==> src/rtl/prim_util_pkg.sv <==
// Shared elaboration-time helpers for the prim_* library.
// vbits returns the number of bits needed to index 'value' items, never less than one.
package prim_util_pkg;

  function automatic integer vbits(integer value);
    return (value <= 1) ? 1 : $clog2(value);
  endfunction

endpackage

==> src/rtl/prim_fifo_wm_event.sv <==
// Turns a watermark level into a registered one-cycle pulse on its rising edge.
// A synchronous clear forgets the history, so a level that is still true pulses again.
module prim_fifo_wm_event (
  input  logic clk_i,
  input  logic rst_ni,
  input  logic clr_i,
  input  logic level_i,
  output logic evt_o
);

  logic hist_q;
  logic evt_q;

  always_ff @(posedge clk_i or negedge rst_ni) begin
    if (!rst_ni) begin
      hist_q <= 1'b0;
      evt_q  <= 1'b0;
    end else if (clr_i) begin
      hist_q <= 1'b0;
      evt_q  <= 1'b0;
    end else begin
      hist_q <= level_i;
      evt_q  <= level_i & ~hist_q;
    end
  end

  assign evt_o = evt_q;

endmodule

==> src/rtl/prim_fifo_sync_wm.sv <==
// Synchronous FIFO with programmable high/low watermarks, rising-edge watermark
// events and a peak-occupancy tracker; supports non-power-of-two depths.
module prim_fifo_sync_wm
  import prim_util_pkg::*;
#(
  parameter int unsigned Width             = 16,
  parameter int unsigned Depth             = 8,
  parameter bit          Pass              = 1'b1,
  parameter bit          OutputZeroIfEmpty = 1'b1,
  localparam int unsigned DepthW           = vbits(Depth + 1)
) (
  input  logic              clk_i,
  input  logic              rst_ni,
  input  logic              clr_i,
  input  logic              wvalid_i,
  output logic              wready_o,
  input  logic [Width-1:0]  wdata_i,
  output logic              rvalid_o,
  input  logic              rready_i,
  output logic [Width-1:0]  rdata_o,
  output logic              full_o,
  output logic [DepthW-1:0] depth_o,
  input  logic [DepthW-1:0] wm_hi_i,
  input  logic [DepthW-1:0] wm_lo_i,
  output logic              wm_hi_o,
  output logic              wm_lo_o,
  output logic              wm_hi_evt_o,
  output logic              wm_lo_evt_o,
  input  logic              peak_clr_i,
  output logic [DepthW-1:0] peak_o
);

  localparam int unsigned PTRV_W = vbits(Depth);

  if (Depth == 0) begin : gen_depth_chk
    $error("prim_fifo_sync_wm: Depth must be >= 1");
  end

  // The extra MSB toggles on every wrap so full and empty can be told apart.
  function automatic logic [PTRV_W:0] ptr_inc(logic [PTRV_W:0] ptr);
    logic [PTRV_W:0] nxt;
    if (ptr[PTRV_W-1:0] == PTRV_W'(Depth - 1)) begin
      nxt = {~ptr[PTRV_W], {PTRV_W{1'b0}}};
    end else begin
      nxt = {ptr[PTRV_W], ptr[PTRV_W-1:0] + PTRV_W'(1)};
    end
    return nxt;
  endfunction

  logic [PTRV_W:0]   wptr_q, rptr_q;
  logic [PTRV_W-1:0] widx, ridx;
  logic              under_rst_q;
  logic              empty, full;
  logic              push, pop;
  logic [DepthW-1:0] depth;
  logic [DepthW-1:0] peak_q;
  logic [Width-1:0]  storage_q [Depth];
  logic [Width-1:0]  rdata_raw;

  always_ff @(posedge clk_i or negedge rst_ni) begin
    if (!rst_ni) begin
      under_rst_q <= 1'b1;
    end else begin
      under_rst_q <= 1'b0;
    end
  end

  assign empty = (wptr_q == rptr_q);
  assign full  = (wptr_q == {~rptr_q[PTRV_W], rptr_q[PTRV_W-1:0]});

  assign wready_o = ~under_rst_q & ~full;
  assign rvalid_o = ~under_rst_q & (~empty | (Pass & wvalid_i));
  assign push     = wvalid_i & wready_o;
  assign pop      = rvalid_o & rready_i;

  always_ff @(posedge clk_i or negedge rst_ni) begin
    if (!rst_ni) begin
      wptr_q <= '0;
      rptr_q <= '0;
    end else if (clr_i) begin
      wptr_q <= '0;
      rptr_q <= '0;
    end else begin
      if (push) begin
        wptr_q <= ptr_inc(wptr_q);
      end
      if (pop) begin
        rptr_q <= ptr_inc(rptr_q);
      end
    end
  end

  if (Depth == 1) begin : gen_idx_single
    assign widx = '0;
    assign ridx = '0;
  end else begin : gen_idx_multi
    assign widx = wptr_q[PTRV_W-1:0];
    assign ridx = rptr_q[PTRV_W-1:0];
  end

  always_ff @(posedge clk_i or negedge rst_ni) begin
    if (!rst_ni) begin
      storage_q <= '{default: '0};
    end else if (push) begin
      storage_q[widx] <= wdata_i;
    end
  end

  // Flow-through: when empty, the write port is presented directly on the read port.
  assign rdata_raw = (Pass && empty) ? wdata_i : storage_q[ridx];
  assign rdata_o   = (under_rst_q || (OutputZeroIfEmpty && !rvalid_o)) ? '0 : rdata_raw;

  always_comb begin
    depth = '0;
    if (full) begin
      depth = DepthW'(Depth);
    end else if (wptr_q[PTRV_W] == rptr_q[PTRV_W]) begin
      depth = DepthW'(wptr_q[PTRV_W-1:0]) - DepthW'(rptr_q[PTRV_W-1:0]);
    end else begin
      depth = DepthW'(Depth) - DepthW'(rptr_q[PTRV_W-1:0]) + DepthW'(wptr_q[PTRV_W-1:0]);
    end
  end

  assign depth_o = depth;
  assign full_o  = full;

  assign wm_hi_o = (wm_hi_i != '0) && (depth >= wm_hi_i);
  assign wm_lo_o = (depth <= wm_lo_i);

  prim_fifo_wm_event u_hi_evt (
    .clk_i   (clk_i),
    .rst_ni  (rst_ni),
    .clr_i   (clr_i),
    .level_i (wm_hi_o),
    .evt_o   (wm_hi_evt_o)
  );

  prim_fifo_wm_event u_lo_evt (
    .clk_i   (clk_i),
    .rst_ni  (rst_ni),
    .clr_i   (clr_i),
    .level_i (wm_lo_o),
    .evt_o   (wm_lo_evt_o)
  );

  // Peak is sampled from the current occupancy, so it lags depth_o by one cycle.
  always_ff @(posedge clk_i or negedge rst_ni) begin
    if (!rst_ni) begin
      peak_q <= '0;
    end else if (clr_i || peak_clr_i) begin
      peak_q <= '0;
    end else if (depth > peak_q) begin
      peak_q <= depth;
    end
  end

  assign peak_o = peak_q;

`ifndef SYNTHESIS
  a_depth_range: assert property (@(posedge clk_i) disable iff (!rst_ni)
    depth_o <= DepthW'(Depth));
  a_rdata_known: assert property (@(posedge clk_i) disable iff (!rst_ni)
    rvalid_o |-> !$isunknown(rdata_o));
  a_no_push_full: assert property (@(posedge clk_i) disable iff (!rst_ni)
    push |-> !full);
  a_hi_evt_single: assert property (@(posedge clk_i) disable iff (!rst_ni)
    wm_hi_evt_o |=> !wm_hi_evt_o);
`endif

endmodule

==> config.mk <==
export PLATFORM = sky130hd
export DESIGN_NAME = prim_fifo_sync_wm
export DESIGN_NICKNAME = d
export VERILOG_FILES = /design/src/rtl/prim_util_pkg.sv /design/src/rtl/prim_fifo_wm_event.sv /design/src/rtl/prim_fifo_sync_wm.sv
export SDC_FILE = /design/constraint.sdc
export NUM_CORES = 1
export LEC_CHECK = 0
export BUFFER_PORTS_ARGS = -buffer_cell sky130_fd_sc_hd__buf_2
export CORE_MARGIN = 2
export CORE_UTILIZATION = 60
export DETAILED_ROUTE_END_ITERATION = 8
export HOLD_SLACK_MARGIN = 0.02
export PLACE_DENSITY = 0.83
export SYNTH_ARGS = -nofsm -noshare
export SYNTH_HDL_FRONTEND = slang
export SYNTH_HIERARCHICAL = 1
export SYNTH_SLANG_ARGS = --single-unit
==> constraint.sdc <==
create_clock -name clk_i -period 4.3 [get_ports clk_i]
set_input_delay 0.86 -clock clk_i [delete_from_list [all_inputs] [get_ports clk_i]]
set_output_delay 0.86 -clock clk_i [all_outputs]
set_load 0.005 [all_outputs]
==> results.sh <==
export IMPL_status="finished, final reports clean"
export IMPL_p_seq_share_pct=41.9
export IMPL_fill_cells=812
export IMPL_relSlewSlack_pct=36.54
export IMPL_synth_distinct_cells=49
export IMPL_grt_use_total_pct=27.18
export IMPL_rr_endpoint="peak_o[0]$_DFFE_PN0P_"
export IMPL_grt_pass1_vias=5118
export IMPL_cts_buffers=17
export IMPL_first_pass_iters=4
export IMPL_diodes=0
export IMPL_setup_worst_path_class="reg -> out"
export IMPL_cts_tree="built"
export IMPL_synth_seq_cells=145
export IMPL_critPathCapture="wm_lo_o"
export IMPL_syn_area_per_cell_um2=14.13
export IMPL_vias=4727
export IMPL_drcViolationCount=0
export IMPL_initialDrtViolationCount=504
export IMPL_placed_area_um2=8055
export IMPL_synth_enable_flop_cells=0
export IMPL_worstRegToRegCells=9
export IMPL_core_um2=12470
export IMPL_drt_wl_total_um=17040
export IMPL_final_cell_area_um2=8695
export IMPL_synthCells=537
export IMPL_cts_sinks=145
export IMPL_p_per_area_nw_per_um2=431.4
export IMPL_htreeDepth=4
export IMPL_cp_start_kind="flop"
export IMPL_yosysSeqAreaShare_pct=47.82
export IMPL_worst_slew_pin_slew_ns=0.9519
export IMPL_dpl_hpwl_um=10250
export IMPL_clkTransAtPathRegs_ns=0.06
export IMPL_swShare_pct=25.85
export IMPL_initial_core_util_pct=60.89
export IMPL_hold_class="reg -> reg"
export IMPL_max_vdd_ir_drop_uv=286.1
export IMPL_p_sw_uw=969.5
export IMPL_overflow=0
export IMPL_clock_skew_ns=0.006576
export IMPL_vias_per_cell=5.999
export IMPL_worst_path_max_fanout=7
export IMPL_io_pins=61
export IMPL_wl_per_cell_um=21.62
export IMPL_antenna_found_initial=0
export IMPL_clk_path_buf_depth=2
export IMPL_syn_to_final_growth_pct=14.56
export IMPL_p_comb_share_pct=16.1
export IMPL_r2r_start="wptr_q[2]$_DFFE_PN0P_"
export IMPL_synthArstFlopShare_pct=100.0
export IMPL_ys_top_cells_by_area="dfrtp_1, mux2_4, mux2_2, mux2i_1, mux4_2"
export IMPL_postCtsSetupRepairBufs=0
export IMPL_fmax_mhz=241.5
export IMPL_fin_setup_tns_ns=0
export IMPL_grt_max_degree=93
export IMPL_ant_nets=0
export IMPL_synth_top_area_share_pct=47.48
export IMPL_cp_arrival_ns=3.28
export IMPL_die_area_um2=13570
export IMPL_p_int_uw=2781
export IMPL_fin_nets=653
export IMPL_end_kind="output pin"
export IMPL_finalMaxSlewViolations=0
export IMPL_num_rows=41
export IMPL_period_share_pct=96.31
export IMPL_timing_final_crit_period_ns=4.141
export IMPL_critPathLaunch="wptr_q[0]$_DFFE_PN0P_"
export IMPL_seq_area_um2=3632
export IMPL_drive_above_1_share_pct=44.81
export IMPL_rrSetupSlack_ns=1.16
export IMPL_yosysMostFrequentCell="dfrtp_1"
export IMPL_die_h_um=116.5
export IMPL_p_total_uw=3751
export IMPL_synth_common_cells="dfrtp_1, mux2_4, mux2_2"
export IMPL_hold_viol=0
export IMPL_clock_latency_ns=0.43
export IMPL_worstPathRequired_ns=3.44
export IMPL_ys_warn_count=6
export IMPL_syn_nets=587
export IMPL_syn_area_um2=7590
export IMPL_synth_top_flop_cell="dfrtp_1"
export IMPL_cts_root_buf="clkbuf_16"
export IMPL_drv_cap=0
export IMPL_finalWeightedCongestion=0.8258
export IMPL_multi_input_area_um2=3715
export IMPL_power_leakage_uw=0.004064
export IMPL_pwr_share_clk_pct=42.1
export IMPL_yosysTopAreaCell="dfrtp_1"
export IMPL_setup_violations_final=0
export IMPL_grt_pass1_wl_um=27570
export IMPL_port_buffers=60
export IMPL_dieWidth_um=116.5
## logic make-up (layout without fill, tap and decap cells)
group	after synthesis	after routing	synth area share [%]
AOI/OAI and AO/OA	55	55	5.242
xor gates and xnor gates	6	6	0.7913
adders and majority gates	20	20	3.396
buffers and inverters	48	127	3.330
DFF	145	145	47.82
muxes	180	180	32.44
other	1	1	0.04941
and+or+nand+nor	82	82	6.924
## what timing repair did
action | CTS | global route
endpoints found under the hold margin | 0 | 0
hold buffers | 0 | 0
resized for setup | 3 | 2
setup endpoints to repair | 1 | 1
## cells in the final DEF, fill, tap and decap left out, types with 6 or more instances in the layout
cell         n
dfrtp_1    142
ha_1        18
nor3_1      17
mux4_2      16
nand2_1      6
a211oi_1    17
clkbuf_16   17
nor4_4       6
nor2_1      29
mux2_4      80
inv_1       17
mux2i_1     36
buf_4       17
buf_2       59
mux2_2      48
o22ai_1     16
## metal layers
layer / routed length [um] / global-route usage (%)
met5: 0 / 0
met4: 371 / 11.43
met3: 845 / 5.293
met2: 8658 / 44.26
met1: 7162 / 36.02
## sequential cells by signal, indices dropped and copies added (netlist names)
signal           count
storage_q          128
under_rst_q          1
wptr_q               4
u_hi_evt/evt_o       1
u_hi_evt/hist_q      1
u_lo_evt/evt_o       1
u_lo_evt/hist_q      1
rptr_q               4
peak_o               4
## final cells by class
class | instances | area share, %
Multi-Input combinational cell | 344 | 42.73
Timing Repair Buffer | 77 | 4.994
Clock inverter | 13 | 2.144
Sequential cell | 145 | 41.78
Inverter | 18 | 0.7915
Clock buffer | 19 | 5.094
Tap cell | 172 | 2.475
## worst min path at each step
stage	slack [ns]	cells after the start	end	startpoint
final	0.42	1	u_hi_evt/evt_o$_DFF_PN0_	u_hi_evt/hist_q$_DFF_PN0_
after CTS	0.42	1	u_lo_evt/evt_o$_DFF_PN0_	u_lo_evt/hist_q$_DFF_PN0_
after global routing	0.43	1	u_lo_evt/evt_o$_DFF_PN0_	u_lo_evt/hist_q$_DFF_PN0_
after global placement	0.41	1	u_hi_evt/evt_o$_DFF_PN0_	u_hi_evt/hist_q$_DFF_PN0_
after detailed placement	0.41	1	u_lo_evt/evt_o$_DFF_PN0_	u_lo_evt/hist_q$_DFF_PN0_
after floorplan	0.40	1	u_hi_evt/evt_o$_DFF_PN0_	u_hi_evt/hist_q$_DFF_PN0_
## worst max-delay path: stages (launching register included)
cell,delay [ns]
dfrtp_1,0.38
clkinv_2,0.18
ha_2,0.44
nand3_1,0.27
nor2_2,0.29
nor2b_2,0.11
ha_1,0.32
nor2b_1,0.14
o21a_1,0.16
o21a_1,0.16
o21ai_0,0.23
buf_2,0.17
## stage by stage
| stage | cells | worst slack (ns) | hold WS, ns | utilization [%] |
|---|---|---|---|---|
| floorplan | 537 | 0.3902 | 0.3992 | - |
| global placement | 756 | 0.5389 | 0.4138 | 64.62 |
| detailed placement | 756 | 0.3845 | 0.4106 | 64.62 |
| CTS | 788 | 0.06638 | 0.4199 | 69.72 |
| global route | 788 | -0.008869 | 0.4280 | 69.75 |
| finish | 788 | 0.1589 | 0.4177 | 69.75 |
## power groups by stage
stage | logic [uW] | clock network, uW | registers (uW)
after floorplan | 417 | 0 | 1570
after global placement | 570 | 0 | 1580
after detailed placement | 598 | 0 | 1590
after CTS | 605 | 1580 | 1570
after global routing | 659 | 1650 | 1580
final | 603 | 1580 | 1570
No activity file was read; power rests on OpenSTA's default activity.
